**config.mk**
```make
export PLATFORM = sky130hd
export DESIGN_NAME = spi_flash_read_seq
export DESIGN_NICKNAME = d
export VERILOG_FILES = /design/src/rtl/spi_flash_read_seq.sv
export SDC_FILE = /design/constraint.sdc
export NUM_CORES = 1
export LEC_CHECK = 0
export CAP_MARGIN = 20
export CELL_PAD_IN_SITES_DETAIL_PLACEMENT = 1
export CELL_PAD_IN_SITES_GLOBAL_PLACEMENT = 1
export CORE_ASPECT_RATIO = 1.2
export CORE_MARGIN = 1
export CORE_UTILIZATION = 39
export CTS_BUF_LIST = sky130_fd_sc_hd__clkbuf_4
export CTS_CLUSTER_DIAMETER = 100
export DETAILED_ROUTE_END_ITERATION = 10
export PLACE_DENSITY = 0.89
export SETUP_SLACK_MARGIN = 0.4
export SLEW_MARGIN = 30
export SYNTH_ARGS = -nofsm -noshare
export SYNTH_HDL_FRONTEND = slang
export SYNTH_SLANG_ARGS = --single-unit
```
**constraint.sdc**
```tcl
create_clock -name I_clk -period 2.87 [get_ports I_clk]
set_input_delay 0.287 -clock I_clk [delete_from_list [all_inputs] [get_ports I_clk]]
set_output_delay 0.287 -clock I_clk [all_outputs]
set_load 0.02 [all_outputs]
```
**src/rtl/spi_flash_read_seq.sv**
```systemverilog
// Serial-flash READ sequencer: sends opcode + 24-bit address through the SPI
// byte engine, then streams back the requested number of data bytes.
module spi_flash_read_seq #(
    parameter int unsigned LEN_W  = 8,
    parameter logic [7:0]  CMD_RD = 8'h03,
    parameter int unsigned TO_CYC = 64
) (
    input  logic             I_clk,
    input  logic             I_rst,
    input  logic             I_start,
    input  logic [23:0]      I_addr,
    input  logic [LEN_W-1:0] I_len,
    input  logic             I_abort,
    output logic             O_busy,
    output logic             O_done,
    output logic             O_err,
    output logic [7:0]       O_rd_data,
    output logic             O_rd_valid,
    output logic             O_tx_en,
    output logic             O_rx_en,
    output logic [7:0]       O_tx_byte,
    input  logic             I_tx_done,
    input  logic             I_rx_done,
    input  logic [7:0]       I_rx_byte
);

    localparam int unsigned WD_W = $clog2(TO_CYC + 1);
    localparam logic [WD_W-1:0] WD_LAST = WD_W'(TO_CYC - 1);

    typedef enum logic [1:0] {S_IDLE, S_CMD, S_READ, S_FINISH} state_t;

    state_t           state_q, state_d;
    logic [23:0]      addr_q, addr_d;
    logic [LEN_W-1:0] len_q, len_d;
    logic [LEN_W-1:0] remaining_q, remaining_d;
    logic [1:0]       byte_idx_q, byte_idx_d;
    logic [WD_W-1:0]  wd_q, wd_d;
    logic             busy_q, busy_d;
    logic             done_q, done_d;
    logic             err_q, err_d;
    logic [7:0]       rd_data_q, rd_data_d;
    logic             rd_valid_q, rd_valid_d;
    logic             tx_en_q, tx_en_d;
    logic             rx_en_q, rx_en_d;
    logic [7:0]       tx_byte_q, tx_byte_d;

    always_comb begin
        state_d     = state_q;
        addr_d      = addr_q;
        len_d       = len_q;
        remaining_d = remaining_q;
        byte_idx_d  = byte_idx_q;
        wd_d        = wd_q;
        busy_d      = busy_q;
        done_d      = 1'b0;
        err_d       = 1'b0;
        rd_data_d   = rd_data_q;
        rd_valid_d  = 1'b0;
        tx_en_d     = tx_en_q;
        rx_en_d     = rx_en_q;
        tx_byte_d   = tx_byte_q;

        case (state_q)
            S_IDLE: begin
                // done_q high means FINISH/timeout just left; starts resume next cycle
                if (I_start && !done_q && (I_len != '0)) begin
                    addr_d     = I_addr;
                    len_d      = I_len;
                    tx_byte_d  = CMD_RD;
                    tx_en_d    = 1'b1;
                    busy_d     = 1'b1;
                    byte_idx_d = '0;
                    wd_d       = '0;
                    state_d    = S_CMD;
                end
            end
            S_CMD, S_READ: begin
                if (I_abort) begin
                    tx_en_d = 1'b0;
                    rx_en_d = 1'b0;
                    busy_d  = 1'b0;
                    state_d = S_IDLE;
                end else if (I_tx_done || I_rx_done) begin
                    wd_d = '0;
                    if (state_q == S_CMD && I_tx_done) begin
                        byte_idx_d = byte_idx_q + 2'd1;
                        case (byte_idx_q)
                            2'd0: tx_byte_d = addr_q[23:16];
                            2'd1: tx_byte_d = addr_q[15:8];
                            2'd2: tx_byte_d = addr_q[7:0];
                            2'd3: begin
                                // swap enables on one edge so the engine keeps CS low
                                tx_en_d     = 1'b0;
                                rx_en_d     = 1'b1;
                                remaining_d = len_q;
                                state_d     = S_READ;
                            end
                        endcase
                    end
                    if (state_q == S_READ && I_rx_done) begin
                        rd_data_d   = I_rx_byte;
                        rd_valid_d  = 1'b1;
                        remaining_d = remaining_q - 1'b1;
                        if (remaining_q == LEN_W'(1)) begin
                            rx_en_d = 1'b0;
                            state_d = S_FINISH;
                        end
                    end
                end else if (wd_q == WD_LAST) begin
                    tx_en_d = 1'b0;
                    rx_en_d = 1'b0;
                    err_d   = 1'b1;
                    done_d  = 1'b1;
                    busy_d  = 1'b0;
                    state_d = S_IDLE;
                end else begin
                    wd_d = wd_q + 1'b1;
                end
            end
            S_FINISH: begin
                done_d  = 1'b1;
                busy_d  = 1'b0;
                state_d = S_IDLE;
            end
        endcase
    end

    always_ff @(posedge I_clk) begin
        if (I_rst) begin
            state_q     <= S_IDLE;
            addr_q      <= '0;
            len_q       <= '0;
            remaining_q <= '0;
            byte_idx_q  <= '0;
            wd_q        <= '0;
            busy_q      <= 1'b0;
            done_q      <= 1'b0;
            err_q       <= 1'b0;
            rd_data_q   <= '0;
            rd_valid_q  <= 1'b0;
            tx_en_q     <= 1'b0;
            rx_en_q     <= 1'b0;
            tx_byte_q   <= '0;
        end else begin
            state_q     <= state_d;
            addr_q      <= addr_d;
            len_q       <= len_d;
            remaining_q <= remaining_d;
            byte_idx_q  <= byte_idx_d;
            wd_q        <= wd_d;
            busy_q      <= busy_d;
            done_q      <= done_d;
            err_q       <= err_d;
            rd_data_q   <= rd_data_d;
            rd_valid_q  <= rd_valid_d;
            tx_en_q     <= tx_en_d;
            rx_en_q     <= rx_en_d;
            tx_byte_q   <= tx_byte_d;
        end
    end

    assign O_busy     = busy_q;
    assign O_done     = done_q;
    assign O_err      = err_q;
    assign O_rd_data  = rd_data_q;
    assign O_rd_valid = rd_valid_q;
    assign O_tx_en    = tx_en_q;
    assign O_rx_en    = rx_en_q;
    assign O_tx_byte  = tx_byte_q;

endmodule

```
[Word-level counts from Yosys, hierarchy flattened]
Cells that the tools add are included.
Storage, ports and cells
  bits in registers: 73
  input bits: 46
  output and inout bits: 22
  word-level logic and storage cells: 114
Operators by class
  add/subtract/negate cells: 3
  equal/unequal tests: 19
  mux-type cells: 49
  reduce and logical (&&, ||, !) cells: 26
  bitwise logic cells: 3
Operators with widths (number)
  8-bit two-way mux: 7
  7-bit two-way mux: 4
  2-bit two-way mux: 12
  8-bit one-hot mux with 3 select lines: 1
  1-bit two-way mux: 18
  8-bit one-hot mux with 2 select lines: 1
  5-bit AND reduction: 3
  7-bit one-hot mux with 2 select lines: 1
  3-bit inequality test (second input constant): 3
  2-bit == test (second input constant): 4
  8-bit by 1-bit == test with 1-bit output (second input constant): 1
  2-bit inequality test (second input constant): 4
  4-bit inequality test (second input constant): 2
  4-bit AND reduction: 2
  8-bit nonzero test: 1
  8-bit by 1-bit subtractor with 8-bit output (second input constant): 1
  7-bit by 1-bit adder with 7-bit output (second input constant): 1
  7-bit by 6-bit == test with 1-bit output (second input constant): 1
  2-bit one-hot mux with 3 select lines: 1
  2-bit AND reduction: 3
  6-bit AND reduction: 1
  2-bit nonzero test: 3
  2-bit by 1-bit == test with 1-bit output (second input constant): 2
  1-bit logical AND: 4
  other kinds (14): 19

[Depth between registers and ports, before layout]
  depth in word-level cells: 8
  depth in mapped cells: 9
  mapped depth without buffers: 7

[Worst setup path after synthesis]
OpenSTA, ideal clock, no wires.
  path kind: register to register
  start point: reg state_q[0]
  end point: reg wd_q[5]
  period minus slack after synthesis: 2.060 ns
  data required time: 2.800 ns
  cell stages (with the launch flop): 10
  path buffers: 2
  path slack: 0.810 ns
  setup time: 0.070 ns
  arrival: 1.990 ns
  path through: dfxtp_1 -> inv_1 -> ha_1 -> buf_2 -> nand2b_1 -> buf_2 -> a31oi_2 -> o2bb2ai_2 -> or4b_1 -> a21oi_1
On the way
  longest elaborated chain between the ends: 4
  elaborated cells on any way between the ends: 10
  classes of those cells: eq/ne: 5; mux: 1; reduce/logical: 4
RTL lines
  start, declared: line 32  | state_t state_q, state_d;
  start signal, assigned: line 145  | state_q <= state_d;
  2-bit by 1-bit == test with 1-bit output / 2-bit == test (equally long branches): line 63  | case (state_q)
  2-bit OR reduction: line 63
  3-bit inequality test (no source line) (tied with other cells)
  4-bit AND reduction (no source line)
  end signal, assigned: line 150  | wd_q <= wd_d;
  end, declared: line 37  | logic [WD_W-1:0] wd_q, wd_d;
Several ways; a longest one is shown, not always the timed one.
A chain may end at the register's enable or synchronous reset.

[Worst setup path after layout]
  start point: reg state_q[0]
  end point: reg remaining_q[3]
On the way
  longest elaborated chain between the ends: 4
  elaborated cells on any way between the ends: 9
  classes of those cells: eq/ne: 2; mux: 1; reduce/logical: 6
RTL lines
  2-bit == test / 2-bit by 1-bit == test with 1-bit output (equally long branches): line 63, 100, 85
  1-bit logical AND (on tied branches): line 100, 85
  2-bit nonzero test (no source line)
  5-bit AND reduction (no source line)
  end signal, assigned: line 148  | remaining_q <= remaining_d;
  end, declared: line 35  | logic [LEN_W-1:0] remaining_q, remaining_d;
Several ways; a longest one is shown, not always the timed one.

==> flow_summary.ini <==
[status]
status = complete, no violations

[synth]
synth_seq_cells = 73
syn_area_um2 = 3340
ys_top_cells_by_count = 94 x nand2_1, 73 x dfxtp_1, 68 x a21oi_1
synth_most_common_cell = nand2_1
synth_area_leaders = dfxtp_1 44%, nand2_1 11%, a21oi_1 10%
synth-seq-area-share_pct = 43.8
ys_warn_count = 0
synth_top_area_share_pct = 43.8
synth_cells = 410
synth_ff_type = dfxtp_1
synth_area_leader_cell = dfxtp_1
post_synth_num_cell_types = 53
syn_nets = 469
syn_avg_cell_area_um2 = 8.14
synth_edf_count = 0
synthArstFlopShare_pct = 0

[die]
initial_core_util_pct = 40.7
die-width_um = 86.4
rows = 36
io-pin-count = 68
core_area_um2 = 8200
dieHeight_um = 103
die_area_um2 = 8930

[timing]
worst_slack_ns = 0.576
setup_tns_ns = 0
max_freq_mhz = 436
slew_headroom_pct = 50.3
drv_slew = 0
hold_viol = 0
skew_ns = 0.0182
fin_crit_sh_pct = 79.9
min_period_ns = 2.29
rsz0062_at_grt = no
report.final.setup_viol = 0
tightest_slew_ns = 0.745

[clock_tree]
cts-root-buf = clkbuf_4
insertion_delay_ns = 0.43
cts_tree = yes
clk_pin_slew_ns = 0.13
cts_htree_levels = 3
holdBufCountCts = 0
cts_repair_resize_count = 0
cts.sinks = 73
postCtsSetupBuffers = 0
cts_buffers = 9
cts_buffer_depth = 2

[routing]
antenna_left = 0
finalWirelength_mm = 10.1
drt_iter0_markers = 126
viasPerCell = 5.51
num_vias = 3237
drc = 0
drt-pass1-iter-count = 4
wl_per_cell_um = 17.3

[placed_design]
place_congestion = 0.818
dp.cells = 571
dp_hpwl_mm = 7.15
place_ws_ns = 0.409
port_buffers = 67

[power]
power_mw = 2.15
max-vdd-ir-drop_mv = 0.238
powerDensity_nw_per_um2 = 505
power_leakage_nw = 1.48

[final_layout]
layout-drive-gt1-share_pct = 5.71
stdcell_count = 587
fin_nets = 527
layout-area-overhead-vs-synth_pct = 27.6
diodes = 0

[setup_path]
worstPathMaxFanout = 9
cp.arrival_ns = 2.62
cp.required_ns = 3.20
startpoint_type = register
end_kind = register
worstSetupPathType = register to register

[hold_path]
hold_path_class = input port to register

[grt]
grt_pass1_wl_mm = 16.7
grt_max_degree = 39
grtUsageTotal_pct = 24.3
antenna_found_initial = 0
first_global_vias = 3434
globalRouteOverflowTotal = 0

[job]
cap_viol_max_count = 0
[worst max-delay path: stages, from the launching register on]
cell and delay (ns):
dfxtp_1 0.42, inv_1 0.12, ha_1 0.37, nand2b_1 0.19, a21oi_1 0.64, o21ai_1 0.15, a221oi_1 0.31
[per-layer routing]
metal	share of wire, %	up-vias	track usage [%]
met2	52	84	44.8
met1	42	1566	27.3
li1	-	1565	-
met3	3.6	22	4.92
met4	2.4	0	10.4
met5	0	-	0
[stage by stage]
| stage | util [%] | area, µm² | hold slack (ns) |
|---|---|---|---|
| after floorplan | - | 3340 | 0.423 |
| after CTS | 51.9 | 4260 | 0.366 |
| final | 51.9 | 4260 | 0.393 |
| after detailed placement | 50.0 | 4100 | 0.442 |
| after global routing | 51.9 | 4260 | 0.364 |
| after global placement | 50.0 | 4100 | 0.437 |
[power by group]
| part | switching (mW) | internal, mW |
|---|---|---|
| clock | 0.394 | 0.353 |
| sequential | 0.0297 | 1.06 |
| combinational | 0.175 | 0.144 |
| total | 0.599 | 1.55 |
[worst paths after layout]
path | start | endpoint | slack [ns] | cells after the start
worst max-delay path | state_q[0]$_SDFFE_PP0P_ | remaining_q[3]$_SDFFE_PP0P_ | 0.58 | 6
worst min-delay path | I_rst | wd_q[0]$_SDFFE_PP0P_ | 0.39 | 2
worst max register to register | state_q[0]$_SDFFE_PP0P_ | remaining_q[3]$_SDFFE_PP0P_ | 0.58 | 6
worst min register to register | wd_q[6]$_SDFFE_PP0P_ | wd_q[6]$_SDFFE_PP0P_ | 0.46 | 2
[cell usage in the layout (no fill, tap or decap), types with 2 or more instances in the layout]
cell	n
a21oi_1	68
a221o_1	6
nor2_1	20
buf_4	5
clkbuf_4	9
a311oi_1	5
mux2i_1	2
o32ai_1	3
o31ai_1	2
and2_1	4
dfxtp_1	73
clkinv_1	2
nor3_1	7
clkdlybuf4s50_1	66
inv_1	10
a211oi_2	2
ha_1	13
nand2b_1	11
nor3b_1	2
a22oi_1	5
and3_1	2
o2111ai_1	6
nand3_1	5
o22ai_1	2
o21ai_0	5
nand2_1	94
o21a_1	2
nor4_1	3
a2bb2oi_1	3
bufinv_16	2
a211oi_1	4
[registers in the layout, indices dropped and copies added (netlist names)]
register / count
O_busy: 1
O_done: 1
O_err: 1
O_rd_data: 8
O_rd_valid: 1
O_rx_en: 1
O_tx_byte: 8
O_tx_en: 1
addr_q: 24
byte_idx_q: 2
len_q: 8
remaining_q: 8
state_q: 2
wd_q: 7
[kinds of logic after synthesis]
group | synth area share, %
adder cells (fa/ha/maj) | 4.87
AO/OA/AOI/OAI | 24.9
XOR/XNOR | 0.263
flip-flops | 43.8
AND/OR/NAND/NOR | 21.1
buffers and inverters | 4.54
multiplexers | 0.600
[final cells by class]
cell class,instances,area [µm²]
fill,1003,3940
multi-input combinational,300,1730
sequential,73,1460
timing repair buffer,73,723
tap,114,143
clock inverter,7,93.8
clock buffer,9,67.6
inverter,11,41.3
No activity file was read; power rests on OpenSTA's default activity.
